$ cat src/rtl/fd_pipe_reg_pkg.sv
// ----------------------------------------------------------------------------
// fd_pipe_reg_pkg
//   Constants shared by the pipeline stage registers and CP0: legal text
//   segment bounds, exception handler entry PC and CP0 exception codes.
//   Also holds the F/D stage state record and the fetch address check
//   helper so every stage register applies the same legality rule.
// ----------------------------------------------------------------------------
package fd_pipe_reg_pkg;

    // Instruction memory window, both bounds inclusive.
    localparam logic [31:0] TEXT_LO = 32'h0000_3000;
    localparam logic [31:0] TEXT_HI = 32'h0000_6FFC;

    // Handler entry PC loaded into a stage when CP0 takes an exception.
    localparam logic [31:0] EXC_PC = 32'h0000_4180;

    // CP0 Cause.ExcCode values.
    localparam logic [4:0] EXC_INT  = 5'd0;
    localparam logic [4:0] EXC_ADEL = 5'd4;
    localparam logic [4:0] EXC_ADES = 5'd5;
    localparam logic [4:0] EXC_RI   = 5'd10;
    localparam logic [4:0] EXC_OV   = 5'd12;

    // State held between F and D.
    typedef struct packed {
        logic [31:0] pc;
        logic [31:0] instr;
        logic [4:0]  exccode;
        logic        bd;
        logic        valid;
    } fd_state_t;

    // Fetch address error: misaligned word or outside [lo, hi] (unsigned).
    function automatic logic fetch_adel(input logic [31:0] pc,
                                        input logic [31:0] lo,
                                        input logic [31:0] hi);
        return (pc[1:0] != 2'b00) || (pc < lo) || (pc > hi);
    endfunction

endpackage

$ cat src/rtl/fd_pipe_reg_fetch_addr_check.sv
// ----------------------------------------------------------------------------
// fd_pipe_reg_fetch_addr_check
//   Combinational fetch address legality check for the F stage.
//   Ports:
//     pc_i    in  32  PC of the instruction being fetched
//     adel_o  out  1  1 = address error on fetch (misaligned or out of text)
// ----------------------------------------------------------------------------
module fd_pipe_reg_fetch_addr_check #(
    parameter logic [31:0] TEXT_LO = fd_pipe_reg_pkg::TEXT_LO,
    parameter logic [31:0] TEXT_HI = fd_pipe_reg_pkg::TEXT_HI
) (
    input  logic [31:0] pc_i,
    output logic        adel_o
);
    import fd_pipe_reg_pkg::fetch_adel;

    always_comb begin
        adel_o = fetch_adel(pc_i, TEXT_LO, TEXT_HI);
    end

endmodule

$ cat src/rtl/fd_pipe_reg.sv
// ----------------------------------------------------------------------------
// fd_pipe_reg
//   Fetch/Decode boundary register of the 5-stage MIPS pipeline. Captures the
//   fetched instruction, its PC, delay-slot flag and fetch exception, and
//   presents the held instruction's fields to the D-stage consumers.
//   Priority on each edge: exception clear > stall hold > load from F.
//   Ports:
//     clk        in   1  system clock, rising edge
//     reset      in   1  asynchronous active-low reset
//     en         in   1  1 = load from F, 0 = hold (stall)
//     req        in   1  exception/interrupt taken, clears the stage
//     F_pc       in  32  PC of the instruction in F
//     F_instr    in  32  instruction word from IM
//     F_bd       in   1  F instruction sits in a delay slot
//     D_pc       out 32  registered PC
//     D_instr    out 32  registered instruction (0 = nop)
//     D_exccode  out  5  registered fetch exception code (0 = none)
//     D_bd       out  1  registered delay-slot flag
//     D_valid    out  1  D holds a real fetched instruction
//     D_opcode .. D_index26  field slices of D_instr
// ----------------------------------------------------------------------------
module fd_pipe_reg #(
    parameter logic [31:0] TEXT_LO  = fd_pipe_reg_pkg::TEXT_LO,
    parameter logic [31:0] TEXT_HI  = fd_pipe_reg_pkg::TEXT_HI,
    parameter logic [31:0] EXC_PC   = fd_pipe_reg_pkg::EXC_PC,
    parameter logic [4:0]  EXC_ADEL = fd_pipe_reg_pkg::EXC_ADEL
) (
    input  logic        clk,
    input  logic        reset,
    input  logic        en,
    input  logic        req,
    input  logic [31:0] F_pc,
    input  logic [31:0] F_instr,
    input  logic        F_bd,
    output logic [31:0] D_pc,
    output logic [31:0] D_instr,
    output logic [4:0]  D_exccode,
    output logic        D_bd,
    output logic        D_valid,
    output logic [5:0]  D_opcode,
    output logic [4:0]  D_rs,
    output logic [4:0]  D_rt,
    output logic [4:0]  D_rd,
    output logic [4:0]  D_shamt,
    output logic [5:0]  D_funct,
    output logic [15:0] D_imm16,
    output logic [25:0] D_index26
);
    import fd_pipe_reg_pkg::fd_state_t;

    fd_state_t fd_d;
    fd_state_t fd_q;
    logic      adel;

    fd_pipe_reg_fetch_addr_check #(
        .TEXT_LO (TEXT_LO),
        .TEXT_HI (TEXT_HI)
    ) u_fetch_addr_check (
        .pc_i   (F_pc),
        .adel_o (adel)
    );

    always_comb begin
        fd_d = fd_q;
        if (req) begin
            // Exception overrides a stall; the cleared stage decodes as a nop
            // bubble parked at the handler entry.
            fd_d.pc      = EXC_PC;
            fd_d.instr   = 32'h0;
            fd_d.exccode = 5'd0;
            fd_d.bd      = 1'b0;
            fd_d.valid   = 1'b0;
        end else if (en) begin
            // A faulting fetch still occupies the slot (valid) so CP0 sees
            // the exception, but its word is squashed to a nop.
            fd_d.pc      = F_pc;
            fd_d.instr   = adel ? 32'h0 : F_instr;
            fd_d.exccode = adel ? EXC_ADEL : 5'd0;
            fd_d.bd      = F_bd;
            fd_d.valid   = 1'b1;
        end
    end

    always_ff @(posedge clk or negedge reset) begin
        if (!reset) begin
            fd_q <= '0;
        end else begin
            fd_q <= fd_d;
        end
    end

    assign D_pc      = fd_q.pc;
    assign D_instr   = fd_q.instr;
    assign D_exccode = fd_q.exccode;
    assign D_bd      = fd_q.bd;
    assign D_valid   = fd_q.valid;

    // Field slicer: pure wiring off the held instruction.
    assign D_opcode  = fd_q.instr[31:26];
    assign D_rs      = fd_q.instr[25:21];
    assign D_rt      = fd_q.instr[20:16];
    assign D_rd      = fd_q.instr[15:11];
    assign D_shamt   = fd_q.instr[10:6];
    assign D_funct   = fd_q.instr[5:0];
    assign D_imm16   = fd_q.instr[15:0];
    assign D_index26 = fd_q.instr[25:0];

endmodule

$ cat config.mk
export PLATFORM = sky130hd
export DESIGN_NAME = fd_pipe_reg
export DESIGN_NICKNAME = d
export VERILOG_FILES = /design/src/rtl/fd_pipe_reg_pkg.sv /design/src/rtl/fd_pipe_reg_fetch_addr_check.sv /design/src/rtl/fd_pipe_reg.sv
export SDC_FILE = /design/constraint.sdc
export NUM_CORES = 1
export LEC_CHECK = 0
export CAP_MARGIN = 25
export CORE_UTILIZATION = 30
export DETAILED_ROUTE_END_ITERATION = 8
export HOLD_SLACK_MARGIN = 0.12
export PLACE_DENSITY = 0.68
export RECOVER_POWER = 50
export SLEW_MARGIN = 25
export SYNTH_ARGS = -nofsm -noshare
export SYNTH_HDL_FRONTEND = slang
export SYNTH_SLANG_ARGS = --single-unit
$ cat constraint.sdc
create_clock -name clk -period 0.8 [get_ports clk]
set_clock_uncertainty 0.05 [all_clocks]
set_input_delay 0.08 -clock clk [delete_from_list [all_inputs] [get_ports clk]]
set_output_delay 0.08 -clock clk [all_outputs]
set_load 0.02 [all_outputs]
==> summary.md <==
| Metric | Value |
|---|---|
| Multi-input gate area | 1730 um^2 |
| Synthesized area | between 3000 and 4000 um^2 |
| Cell repeated most along the worst path | buf_6 |
| Clock buffer depth | 2 |
| Setup CP Type | input pin to flop |
| Final setup viols | 186 |
| Synth cell types | 22 |
| CP max stage delay | between 0.3 and 0.4 ns |
| Global routing usage on met3 | 0.0554 |
| Commonest register cell after synthesis | dfrtp_1 |
| Number of antenna violations at the first check in global routing | 0 |
| Drt wl/cell | 17.5 um |
| Die height | 115 um |
| Max Clk Rate | 0.909 GHz |
| RSZ-0062 raised after global routing | yes |
| PnR worst setup slack | -0.300 ns |
| Met2 Track Usage GR | 0.319 |
| LEAKAGE | 3.05 nW |
| WL final | 12.5 mm |
| Starting Density | 0.313 |
| Worst hold slack | 0.0107 ns |
| Logic depth of the worst path, buffers included | 6 |
| Slowest stage cell, crit path | nor4_4 |
| R2r setup slk | -0.19 ns |
| FF+latch area | 1710 um^2 |
| Worst path buffer plus inverter count | 3 |
| Critical path capture point type | flop |
| Number of fillers in the final layout | roughly 1100 |
| PortBufs | around 210 |
| Die Footprint | about 13000 um^2 |
| Drt pass-1 iters | 4 |
| Pin count of the biggest net entering global routing | 42 |
| Sequential share of the synthesized area | 0.437 |
| Commonest cells after routing, fill and taps aside | 124 x buf_6, 60 x buf_4, 43 x dfrtp_1, 43 x clkdlybuf4s50_1 |
| Worst Reg-to-Reg Cells | 4 |
| Final Hold Vio Count | 0 |
| Final Max Tran Viols | 0 |
| Fin crit period | 1.10 ns |
| NumNets Final | 614 |
| CTS HTree Levels | 3 |
| ANT cells | 0 |
| GR Layer Usage met1 | 0.217 |
| DPL Wire Length | 7.81 mm |
| Cells after Synth | 348 |
| Logic pwr share | 0.173 |
| Core Box Area | approximately 12000 um^2 |
| Vias | 3317 |
| CP cell instances | buf_6 > nor4_4 > o211ai_4 > buf_6 > buf_12 > o221a_4 |
| Startpoint Class | input pin |
| Sw frac | 0.256 |
| Initial DRC count | approximately 110 |
| Synth warn | 0 |
| Routability-driven placement congestion ratio | 0.738 |
| Seq cells post-synth | 67 |
| Worst IR Drop VDD | around 1.1 mV |
| CP Max Fanout | 8 |
| Seq pwr share | 0.404 |
| DRC violations left | 0 |
| Layer carrying the most global-route usage | met2 |
| Clock sink total | 67 |
| Critical Path RT | roughly 0.97 ns |
| Clk pwr share | 0.423 |
| Outcome | complete, but fails checks |
| Final period util | 1.37 |
| Total net switching power | 2.26 mW |
| Gr usage total | 0.184 |
| MaxCap Viol Count | 0 |
| IO Count | 214 |
| CTS Buf Count | 9 |
| Commonest non-fill, non-tap cell in the layout | buf_6 |
| Layout cells sized above 1 | 0.576 |
| Site Rows | 40 |
| CP top delay family | buffers and inverters |
| GRT overflow | 0 |
| Hold depth | 3 |
| Die W | approximately 120 um |
| Async SR Flop Fraction | 1.00 |
| CP arrival | 1.27 ns |
| Reg clk slew, reported paths | about 0.060 ns |
| Pwr/cell area | 1280 nW/um^2 |
| Internal power | between 6 and 7 mW |
| Root Driver | clkbuf_16 |
| Skew-Pair Late Insertion Delay | 0.32 ns |
| HP Class | input pin to flop |
| Remaining antenna violation count | 0 |
| Total Power | 8.84 mW |
| Failing checks | negative setup slack |
| CTS tree | done |
| Syn Area/Cell | 11.0 um^2 |
| EDFF count, synth | 0 |
| Vias/cell | around 4.6 |
| Area Growth Syn to Fin | 80.5% |
| First-pass GRT wire length | roughly 18 mm |
| Vias in the first global route | around 3400 |
power by group through the flow:
stage          clock (mW)  combinational [mW]  sequential, mW
6_report             3.74                1.53            3.57
5_1_grt              3.97                1.63            3.58
3_3_place_gp            0                1.36            3.60
2_1_floorplan           0               0.413            3.73
3_5_place_dp            0                1.37            3.61
4_1_cts              3.84                1.50            3.57
Yosys cell counts, types with 2 or more instances:
cell type | count | area share
nor2_1 | 32 | 0.031
nor4_2 | 2 | 0.0065
buf_6 | 3 | 0.0088
nor4_1 | 2 | 0.0033
buf_4 | 78 | 0.15
clkbuf_1 | 11 | 0.011
nand3_1 | 33 | 0.043
mux2i_1 | 33 | 0.086
o32ai_1 | 2 | 0.0046
buf_2 | 10 | 0.013
nand2b_1 | 32 | 0.052
buf_1 | 2 | 0.0020
o32ai_2 | 30 | 0.13
dfrtp_1 | 67 | 0.44
nand2_1 | 4 | 0.0039
through the flow:
step	utilization	setup TNS, ns	worst slack [ns]	instance area [um^2]	instances
after global routing	0.565	-47.29	-0.305	6930	718
after CTS	0.535	-43.75	-0.282	6560	708
after global placement	0.472	-79.76	-0.883	5780	649
after floorplan	-	-8.82	-0.280	3950	351
final	0.565	-41.35	-0.300	6930	718
after detailed placement	0.472	-82.58	-0.917	5780	649
per-layer routing:
metal,up-vias,part of all wire,wire (um)
met2,146,0.52,6580
li1,1522,-,-
met5,-,0,0
met1,1638,0.39,4900
met4,0,0.011,134
met3,11,0.074,925
path summary, 6_finish.rpt:
check                                       startpoint                        to
worst max-delay path                           F_pc[1]  D_exccode[2]$_DFFE_PN0P_
worst min-delay path                          F_pc[13]      D_pc[13]$_DFFE_PN0P_
worst max register to register  D_instr[9]$_DFFE_PN0P_    D_instr[9]$_DFFE_PN0P_
worst min register to register     D_valid$_DFFE_PN0P_       D_valid$_DFFE_PN0P_
max in group asynchronous                        reset    D_instr[2]$_DFFE_PN0P_
min in group asynchronous                        reset    D_instr[4]$_DFFE_PN0P_
flip-flops by register name, indices dropped and copies added (netlist names):
signal     count
D_valid        1
D_bd           1
D_instr       32
D_pc          32
D_exccode      1
kinds of logic (layout without fill, tap and decap cells):
group,after synthesis,in the layout,share of synthesized area
and+or+nand+nor,107,107,0.149
buffers and inverters,105,304,0.188
DFF,67,67,0.437
AOI/OAI and AO/OA,35,35,0.140
muxes,33,33,0.0860
other,1,4,0.000977
cell type report:
type / count / area share
well taps: 168 / 0.0303
repair buffers: 287 / 0.433
flip-flops and latches: 67 / 0.246
inverters: 1 / 0.000541
clock buffers: 12 / 0.0370
multi-input cells: 179 / 0.250
clock inverters: 4 / 0.00361
worst register-to-register path: stages, from the launching register on:
cell and delay (ns):
dfrtp_1 0.42, buf_4 0.15, buf_4 0.12, nand2b_1 0.07, o32ai_2 0.07
timing repair:
item	4_1_cts	5_1_grt
pin swaps	37	21
resized for setup	869	116
gates cloned	8	1
endpoints found under the setup margin	174	190
endpoints found under the hold margin	88	6
buffers inserted	23	11
hold buffers	13	3
Note: power is estimated with default switching activity, not from simulation.
